<file path="src/rtl/vram_pkg.sv">
// Shared types and defaults for the frame-buffer arbiter: tag encodings, slot states, sizes.
package vram_pkg;

  localparam int AW_DEF         = 15;
  localparam int DW_DEF         = 12;
  localparam int STARVE_MAX_DEF = 8;

  typedef enum logic [1:0] {
    TAG_NONE = 2'd0,
    TAG_VID  = 2'd1,
    TAG_CPU  = 2'd2
  } tag_e;

  typedef enum logic [1:0] {
    ST_IDLE = 2'd0,
    ST_VID  = 2'd1,
    ST_CPU  = 2'd2,
    ST_HOLD = 2'd3
  } state_e;

  // Core writes return nothing, so they ride the pipe as empty slots.
  function automatic tag_e cpu_tag(input logic we);
    return we ? TAG_NONE : TAG_CPU;
  endfunction

endpackage

</file>
<file path="src/rtl/vram_rd_tag_pipe.sv">
// Read-return router: tags follow each RAM access for two cycles, then steer MEM_RDATA
// to the video or core return port as a registered one-cycle pulse.
module vram_rd_tag_pipe
  import vram_pkg::*;
#(
  parameter int DW = DW_DEF
) (
  input  logic          clk_i,
  input  logic          rst_i,
  input  tag_e          issue_tag_i,
  input  logic [DW-1:0] mem_rdata_i,
  output logic          vid_rvalid_o,
  output logic [DW-1:0] vid_rdata_o,
  output logic          cpu_rvalid_o,
  output logic [DW-1:0] cpu_rdata_o
);

  tag_e          tag0_q, tag1_q;
  logic          vid_rvalid_q, vid_rvalid_d;
  logic          cpu_rvalid_q, cpu_rvalid_d;
  logic [DW-1:0] vid_rdata_q, vid_rdata_d;
  logic [DW-1:0] cpu_rdata_q, cpu_rdata_d;

  // tag1_q lines up with the cycle in which the RAM presents the read data.
  always_comb begin
    vid_rvalid_d = (tag1_q == TAG_VID);
    cpu_rvalid_d = (tag1_q == TAG_CPU);
    vid_rdata_d  = vid_rvalid_d ? mem_rdata_i : vid_rdata_q;
    cpu_rdata_d  = cpu_rvalid_d ? mem_rdata_i : cpu_rdata_q;
  end

  always_ff @(posedge clk_i) begin
    if (rst_i) begin
      tag0_q       <= TAG_NONE;
      tag1_q       <= TAG_NONE;
      vid_rvalid_q <= 1'b0;
      cpu_rvalid_q <= 1'b0;
      vid_rdata_q  <= '0;
      cpu_rdata_q  <= '0;
    end else begin
      tag0_q       <= issue_tag_i;
      tag1_q       <= tag0_q;
      vid_rvalid_q <= vid_rvalid_d;
      cpu_rvalid_q <= cpu_rvalid_d;
      vid_rdata_q  <= vid_rdata_d;
      cpu_rdata_q  <= cpu_rdata_d;
    end
  end

  assign vid_rvalid_o = vid_rvalid_q;
  assign vid_rdata_o  = vid_rdata_q;
  assign cpu_rvalid_o = cpu_rvalid_q;
  assign cpu_rdata_o  = cpu_rdata_q;

endmodule

</file>
<file path="src/rtl/vram_arbiter.sv">
// Single-port frame-buffer arbiter: video reads have priority, core fills idle slots.
// Build option VRAM_ANTISTARVE_EN adds a core wait counter and a 1-deep video skid register.
module vram_arbiter
  import vram_pkg::*;
#(
  parameter int AW = AW_DEF,
  parameter int DW = DW_DEF
`ifdef VRAM_ANTISTARVE_EN
  ,
  parameter int STARVE_MAX = STARVE_MAX_DEF
`endif
) (
  input  logic          CLK_50M,
  input  logic          RST,
  input  logic          VID_REQ,
  input  logic [AW-1:0] VID_ADDR,
  output logic          VID_RVALID,
  output logic [DW-1:0] VID_RDATA,
  input  logic          CPU_REQ,
  input  logic          CPU_WE,
  input  logic [AW-1:0] CPU_ADDR,
  input  logic [DW-1:0] CPU_WDATA,
  output logic          CPU_ACK,
  output logic          CPU_RVALID,
  output logic [DW-1:0] CPU_RDATA,
  output logic [AW-1:0] MEM_ADDR,
  output logic          MEM_WE,
  output logic [DW-1:0] MEM_WDATA,
  input  logic [DW-1:0] MEM_RDATA,
  output logic          VID_OVERRUN
);

  state_e        state_q, state_d;
  logic [AW-1:0] mem_addr_q, mem_addr_d;
  logic          mem_we_q, mem_we_d;
  logic [DW-1:0] mem_wdata_q, mem_wdata_d;
  tag_e          issue_tag;
  logic          take_vid, take_cpu;
  logic [AW-1:0] vid_addr_sel;
  logic          cpu_ack;

  // state_q names the slot currently driven onto MEM_*, so the ack is aligned with it.
  // A request sampled during the ack cycle is treated as the core's next request.
  assign cpu_ack = (state_q == ST_CPU) || (state_q == ST_HOLD);

`ifdef VRAM_ANTISTARVE_EN
  localparam int CW = $clog2(STARVE_MAX + 1);

  logic [CW-1:0] wait_q, wait_d;
  logic [AW-1:0] skid_addr_q, skid_addr_d;
  logic          overrun_q, overrun_d;
  logic          starve;

  assign starve = CPU_REQ && (int'(wait_q) >= STARVE_MAX);

  always_comb begin
    wait_d = wait_q;
    if (cpu_ack) begin
      wait_d = '0;
    end else if (CPU_REQ && (int'(wait_q) < STARVE_MAX)) begin
      wait_d = wait_q + 1'b1;
    end
  end

  always_comb begin
    state_d      = ST_IDLE;
    take_vid     = 1'b0;
    take_cpu     = 1'b0;
    vid_addr_sel = VID_ADDR;
    skid_addr_d  = skid_addr_q;
    overrun_d    = overrun_q;
    if (state_q == ST_HOLD) begin
      // Skid drains unconditionally; a new request now has nowhere to go.
      state_d      = ST_VID;
      take_vid     = 1'b1;
      vid_addr_sel = skid_addr_q;
      if (VID_REQ) begin
        overrun_d = 1'b1;
      end
    end else if (VID_REQ && starve) begin
      state_d     = ST_HOLD;
      take_cpu    = 1'b1;
      skid_addr_d = VID_ADDR;
    end else if (VID_REQ) begin
      state_d  = ST_VID;
      take_vid = 1'b1;
    end else if (CPU_REQ) begin
      state_d  = ST_CPU;
      take_cpu = 1'b1;
    end
  end

  always_ff @(posedge CLK_50M) begin
    if (RST) begin
      wait_q      <= '0;
      skid_addr_q <= '0;
      overrun_q   <= 1'b0;
    end else begin
      wait_q      <= wait_d;
      skid_addr_q <= skid_addr_d;
      overrun_q   <= overrun_d;
    end
  end

  assign VID_OVERRUN = overrun_q;
`else
  always_comb begin
    state_d      = ST_IDLE;
    take_vid     = VID_REQ;
    take_cpu     = !VID_REQ && CPU_REQ;
    vid_addr_sel = VID_ADDR;
    if (take_vid) begin
      state_d = ST_VID;
    end else if (take_cpu) begin
      state_d = ST_CPU;
    end
  end

  assign VID_OVERRUN = 1'b0;
`endif

  // Idle slots keep the last address so the RAM sees no spurious address toggles.
  always_comb begin
    mem_addr_d  = mem_addr_q;
    mem_we_d    = 1'b0;
    mem_wdata_d = mem_wdata_q;
    issue_tag   = TAG_NONE;
    if (take_vid) begin
      mem_addr_d = vid_addr_sel;
      issue_tag  = TAG_VID;
    end else if (take_cpu) begin
      mem_addr_d  = CPU_ADDR;
      mem_we_d    = CPU_WE;
      mem_wdata_d = CPU_WDATA;
      issue_tag   = cpu_tag(CPU_WE);
    end
  end

  always_ff @(posedge CLK_50M) begin
    if (RST) begin
      state_q     <= ST_IDLE;
      mem_addr_q  <= '0;
      mem_we_q    <= 1'b0;
      mem_wdata_q <= '0;
    end else begin
      state_q     <= state_d;
      mem_addr_q  <= mem_addr_d;
      mem_we_q    <= mem_we_d;
      mem_wdata_q <= mem_wdata_d;
    end
  end

  vram_rd_tag_pipe #(
    .DW(DW)
  ) u_tag_pipe (
    .clk_i       (CLK_50M),
    .rst_i       (RST),
    .issue_tag_i (issue_tag),
    .mem_rdata_i (MEM_RDATA),
    .vid_rvalid_o(VID_RVALID),
    .vid_rdata_o (VID_RDATA),
    .cpu_rvalid_o(CPU_RVALID),
    .cpu_rdata_o (CPU_RDATA)
  );

  assign CPU_ACK   = cpu_ack;
  assign MEM_ADDR  = mem_addr_q;
  assign MEM_WE    = mem_we_q;
  assign MEM_WDATA = mem_wdata_q;

endmodule

</file>
<file path="config.mk">
export PLATFORM = sky130hd
export DESIGN_NAME = vram_arbiter
export DESIGN_NICKNAME = d
export VERILOG_FILES = /design/src/rtl/vram_pkg.sv /design/src/rtl/vram_rd_tag_pipe.sv /design/src/rtl/vram_arbiter.sv
export SDC_FILE = /design/constraint.sdc
export NUM_CORES = 1
export LEC_CHECK = 0
export CAP_MARGIN = 0
export CORE_MARGIN = 5
export CORE_UTILIZATION = 29
export DETAILED_ROUTE_END_ITERATION = 12
export PLACE_DENSITY = 0.7
export SLEW_MARGIN = 20
export SYNTH_ARGS = -nofsm -noshare
export SYNTH_HDL_FRONTEND = slang
export SYNTH_SLANG_ARGS = --single-unit
</file>
<file path="constraint.sdc">
create_clock -name CLK_50M -period 1.2 [get_ports CLK_50M]
set_input_delay 0.24 -clock CLK_50M [delete_from_list [all_inputs] [get_ports CLK_50M]]
set_output_delay 0.24 -clock CLK_50M [all_outputs]
set_load 0.01 [all_outputs]
</file>
==> results of run 1 <==
## timing repair
item                                    CTS  global route
pin swaps                                 0             0
cloned                                    1             0
setup buffers                             1             0
resized for setup                        68            57
endpoints found under the setup margin   74            45
## metal layers
metal	track usage (%)	wire length, um
met1	14.2	2580
met2	22.7	3190
met3	5.50	486
met4	3.94	34
met5	0	0
## cell type report
type	instances	share of cell area, %
repair buffers	128	33.2
flip-flops and latches	59	32.3
multi-input cells	168	26.0
clock buffers	11	3.60
well taps	102	3.49
clock inverters	5	1.47
## cell usage in the layout, fill, tap and decap left out, types with 3 or more instances in the layout
master,count
buf_12,5
clkbuf_2,21
nand2_1,72
mux2_2,5
a21oi_1,36
buf_4,9
mux2_4,10
dlygate4sd2_1,8
clkbuf_8,9
nor2b_1,6
clkdlybuf4s15_1,27
dfxtp_1,59
nor2_1,18
clkdlybuf4s50_1,56
clkinv_2,3
mux2i_1,15
## worst max path at each step
stage	slack, ns	endpoint	cells after the start	startpoint
after floorplan	0.13	MEM_ADDR[5]	5	CPU_REQ
after global placement	-0.35	MEM_ADDR[13]	5	CPU_REQ
after detailed placement	-0.42	MEM_ADDR[2]	5	CPU_REQ
after CTS	0.00007	CPU_RDATA[3]	1	u_tag_pipe.cpu_rdata_o[3]
after global routing	0.0003	VID_RDATA[5]	1	u_tag_pipe.vid_rdata_o[5]
final	0.04	MEM_ADDR[6]	1	MEM_ADDR[6]
## registers in the layout, summed over array words and instances, names as in the netlist, 2 cells and up
register and cells:
u_tag_pipe.cpu_rdata_o 12, MEM_ADDR 15, u_tag_pipe.tag1_q 2, u_tag_pipe.vid_rdata_o 12
MEM_WDATA 12, state_q 2
## logic make-up (layout without fill, tap and decap cells)
family / count (synthesis) / count (layout) / share of synthesized area (%)
AND/OR/NAND/NOR: 101 / 101 / 18.2
flip-flops: 59 / 59 / 52.6
AO/OA/AOI/OAI: 36 / 36 / 8.02
multiplexers: 30 / 30 / 15.9
buffers and inverters: 18 / 144 / 5.23
other: 1 / 1 / 0.167
## power by group
group | switching [uW] | internal, uW | total (uW)
combinational | 255 | 406 | 660
clock | 768 | 953 | 1720
sequential | 39.3 | 2040 | 2080
## per-stage QoR
step / instance area (um2) / worst slack [ns] / total power [uW] / utilization (%)
global route: 3650 / 0.000341 / 4680 / 47.8
detailed placement: 3540 / -0.420 / 2830 / 46.3
floorplan: 2250 / 0.135 / 2410 / -
global placement: 3540 / -0.354 / 2810 / 46.3
finish: 3650 / 0.0378 / 4460 / 47.8
CTS: 3710 / 0.0000674 / 4540 / 48.6
==> run summary, run 1 <==
CP max-delay cell - dfxtp_1
Max Clock Skew - 0.00462 ns
# rows - 32
register area share after synthesis - 52.6%
clock sink count - 59
Critical Path Sink Type - primary output
DR vias - 2028
Worst R2R Setup Slack - 0.16 ns
Lkg Pwr - 0.00155 uW
worst path required time - 0.96 ns
largest net degree at the start of global routing - 34
worst skew pair latency - 0.32 ns
Inst Count DP - 455
cells on worst reg2reg path - 4
Pins Over Slew Limit - 0
CP bufs+invs - 1
maximum buffer depth of the clock tree - 2
Syn-to-layout area delta - 62.6%
hpwl dp - 4660 um
DRT Pass-1 Iters - 4
GRT overflow - 0
CTS tree - built
IO buf count - 113
DIE AREA - 0.00961 mm2
routed wire length - 6290 um
PwrDens - 1220 mW/mm2
Synth top area share - 52.6%
Critical Path Fanout Max - 2
Crit path max-delay family - flip-flops
Post-synth top cells - nand2_1, dfxtp_1, a21oi_1
Core Area - 0.00765 mm2
Mean Syn Cell Area - 9.17 um2
Worst-path clk slew - 0.07 ns
setup tns final - 0 ns
Final nets - 425
Mapped Cells - 245
count leader, synth - nand2_1
Worst Hold Class - in -> reg
total global-route track usage - 13.0%
hold_sp - RST
post-synthesis async set-or-reset flop share - 0%
H-tree levels - 3
Synth Net Count - 304
critical path arrival - 0.92 ns
WL/cell - 13.3 um
initial antenna violation count - 0
routed vias/inst - 4.29
multi-input logic area - 948 um2
Post-synth EDFFs - 0
drt initial violations - 41
Non-Filler Instances - 473
number of global-route vias before repair - 2032
Tcrit/Tclk final - 96.9%
RD Place Congestion - 0.702
Reg-to-Reg End - u_tag_pipe.cpu_rdata_o[3]
status - complete, no violations
prevailing post-synth register cell - dfxtp_1
cts hold-fix bufs - 0
Min Hold Slack - 0.252 ns
Yosys cell types - 19
register bit total from synthesis - 59
Critical R2R Launch - u_tag_pipe.tag1_q[1]
Final Hold Fails - 0
fmax - 860 MHz
DRC - 0
unrepaired setup endpoints after global routing - false
first-pass GRT wire length - 9950 um
slowest stage delay, CP - 0.35 ns
die width - 98.0 um
CP startpoint kind - register
I/O Pins - 115
Setup Crit Path Kind - reg -> out
Fill cells - 759
post-synth top area cell - dfxtp_1
fin crit period - 1.16 ns
diode count - 0
cells along the critical path - clkdlybuf4s15_1
top cells by area, synth - dfxtp_1, nand2_1, a21oi_1
worst hold stages - 2
register area - 0.00118 mm2
Setup Viol. Count Final - 0
CTS buffer count - 9
layout cells sized above 1 - 18.1%
Detail Route Antenna Nets - 0
Maximum Capacitance Violations - 0
Peak VDD IR - 0.000559 V
Post-Synthesis Cell Area - 0.00225 mm2
Hold EP - u_tag_pipe.tag1_q[0]
Initial Util - 29.4%
Root Buffer - clkbuf_8
chip height - 98.0 um
Yosys Warn Count - 0
No activity file was read; power rests on OpenSTA's default activity.
==> run 2, diff against run 1 <==
--- a/config.mk
+++ b/config.mk
@@ -5,11 +5,12 @@
 export SDC_FILE = /design/constraint.sdc
 export NUM_CORES = 1
 export LEC_CHECK = 0
+export ABC_AREA = 1
 export CAP_MARGIN = 0
 export CORE_MARGIN = 5
 export CORE_UTILIZATION = 29
 export DETAILED_ROUTE_END_ITERATION = 12
-export PLACE_DENSITY = 0.7
+export PLACE_DENSITY = 0.69
 export SLEW_MARGIN = 20
 export SYNTH_ARGS = -nofsm -noshare
 export SYNTH_HDL_FRONTEND = slang
==> run 2 against run 1 <==
Total power rose by 8.1%. Largest power group unchanged. Critical path type unchanged. Critical endpoint is now MEM_WDATA[3]. Clock skew rose by 0.0046 ns. Highest routed layer unchanged. Final cell count rose by 11%.
==> run summary, run 2 <==
GRT overflow - 0
H-tree levels - 3
Power Internal - 3720 uW
Min Hold Slack - 0.400 ns
total global-route track usage - 12.9%
WL met3 - 570 um
Post-Synthesis Cell Area - 0.00228 mm2
slowest stage delay, CP - 0.33 ns
Crit path max-delay family - flip-flops
PwrDens - 1290 mW/mm2
# rows - 32
DRT Pass-1 Iters - 4
I/O Pins - 115
Mean Syn Cell Area - 7.66 um2
Worst-path clk slew - 0.07 ns
Initial Util - 29.6%
worst skew pair latency - 0.32 ns
CP startpoint kind - register
switching pwr - 1100 uW
register area share after synthesis - 51.9%
Yosys Warn Count - 0
post-synth top area cell - dfxtp_1
Synth top area share - 51.9%
clock sink count - 59
Reg power frac - 43.7%
Critical Path Fanout Max - 2
CP max-delay cell - dfxtp_1
Worst Hold Class - reg -> reg
Max Clock Skew - 0.00920 ns
prevailing post-synth register cell - dfxtp_1
DRC - 0
cells along the critical path - dlygate4sd2_1
top sig layer - met4
post-route worst setup slack - 0.0354 ns
Setup Viol. Count Final - 0
most common cell after layout, fill and taps aside - nor2_1
CTS tree - built
register bit total from synthesis - 59
critical path arrival - 0.92 ns
Pins Over Slew Limit - 0
count leader, synth - nor2_1
Tcrit/Tclk final - 97.1%
Switching Share - 22.9%
Setup Crit Path Kind - reg -> out
Detail Route Antenna Nets - 0
IO buf count - 113
RD Place Congestion - 0.806
number of flip-flops in the largest register - 15
Maximum Capacitance Violations - 0
Inst Count DP - 505
Syn-to-layout area delta - 64.7%
Setup Buffers After CTS - 0
first-pass GRT wire length - 10200 um
Mapped Cells - 297
WL/cell - 12.1 um
Root Buffer - clkbuf_8
Clk network pwr share - 41.7%
routed vias/inst - 4.30
status - complete, no violations
fin crit period - 1.16 ns
DR vias - 2250
routed wire length - 6340 um
commonest cells after routing, fill and taps aside - nor2_1, dfxtp_1, clkdlybuf4s50_1
Post-synth EDFFs - 0
Final Hold Fails - 0
Critical Path Sink Type - primary output
Lkg Pwr - 0.00169 uW
Final nets - 476
maximum buffer depth of the clock tree - 2
Metal-1 WL - 2740 um
Fill cells - 770
initial antenna violation count - 0
Post-DP Area - 0.00353 mm2
WP depth - 1
unrepaired setup endpoints after global routing - true
die width - 98.6 um
number of global-route vias before repair - 2241
Post-synth top cells - nor2_1, dfxtp_1, nand2_1
Synth Net Count - 356
Peak VDD IR - 0.000495 V
cts hold-fix bufs - 0
Core Area - 0.00769 mm2
CTS buffer count - 9
DIE AREA - 0.00972 mm2
metal2 WL - 2940 um
largest net degree at the start of global routing - 30
Yosys cell types - 20
layout cells sized above 1 - 10.9%
cells on worst reg2reg path - 5
Power, Total - 4820 uW
Non-Filler Instances - 523
chip height - 98.6 um
worst path required time - 0.96 ns
worst hold stages - 2
top cells by area, synth - dfxtp_1, nor2_1, nand2_1
diode count - 0
combinational cell fraction of total power - 14.6%
hpwl dp - 4810 um
drt initial violations - 58
CP bufs+invs - 1
fmax - 859 MHz
fin area - 0.00375 mm2
Setup WS pre-CTS - -0.311 ns
post-synthesis async set-or-reset flop share - 0%
==> run 2: cell count changes after synthesis, sizes merged, moves of 3 or more <==
cell    previous run  this run
nor2b              6         0
inv                0        23
nor2              18        79
nand2             72        47
a21oi             36         0
nand2b             3         0
buf               14        17
mux2              15         0
mux2i             15         0
nand3              0        30
o21ai              0        36
==> run 2: layout make-up <==
class / instances / area [um2] / area share (%)
Timing Repair Buffer: 126 / 1220 / 32.7
Sequential cell: 59 / 1180 / 31.5
Multi-Input combinational cell: 196 / 873 / 23.3
Clock buffer: 11 / 151 / 4.04
Tap cell: 102 / 128 / 3.41
Inverter: 23 / 101 / 2.70
Clock inverter: 4 / 73.8 / 1.97
Timing Repair inverter: 2 / 15.0 / 0.401
==> run 2: metal layers <==
metal	vias up	global-route usage (%)
met1	986	15.7
met4	0	5.25
met3	10	4.95
met2	86	20.5
met5	-	0
li1	1168	-
==> run 2: cells by family (layout without fill, tap and decap cells) <==
family                 after synthesis  after routing  share of synthesized area [%]
and+or+nand+nor                    158            159                           29.6
DFF                                 59             59                           51.9
AOI/OAI and AO/OA                   36             36                           7.92
other                                1              1                          0.165
buffers and inverters               43            166                           10.4
==> run 2: worst reg2reg max path, delay by kind of cell, from the launching register on <==
family                 cells  cell delay [ns]
AND/OR/NAND/NOR            3             0.36
flip-flops                 1             0.34
buffers and inverters      2             0.26
==> run 2: metrics by stage <==
step / setup TNS, ns / utilization [%]
global placement: -7.37 / 45.9
floorplan: 0 / -
detailed placement: -8.25 / 45.9
CTS: 0 / 47.9
global route: -0.0220 / 48.7
finish: 0 / 48.7
==> run 2: path summary, 6_finish.rpt <==
path,start,to,slack [ns]
min,state_q[0],u_tag_pipe.tag1_q[0],0.40
min reg2reg,state_q[0],u_tag_pipe.tag1_q[0],0.40
max,MEM_WDATA[3],MEM_WDATA[3],0.04
max reg2reg,u_tag_pipe.tag1_q[1],u_tag_pipe.vid_rdata_o[2],0.13
==> run 2: power groups by stage <==
stage | Combinational [uW] | Sequential (uW) | Clock [uW]
4_1_cts | 694 | 2100 | 2080
3_3_place_gp | 745 | 2150 | 0
5_1_grt | 779 | 2120 | 2150
2_1_floorplan | 271 | 2190 | 0
6_report | 705 | 2110 | 2010
3_5_place_dp | 755 | 2150 | 0
==> run 2: what timing repair did <==
item	4_1_cts	5_1_grt
pin swaps	0	1
gates cloned	0	3
gates resized for setup	57	47
endpoints found under the setup margin	55	69
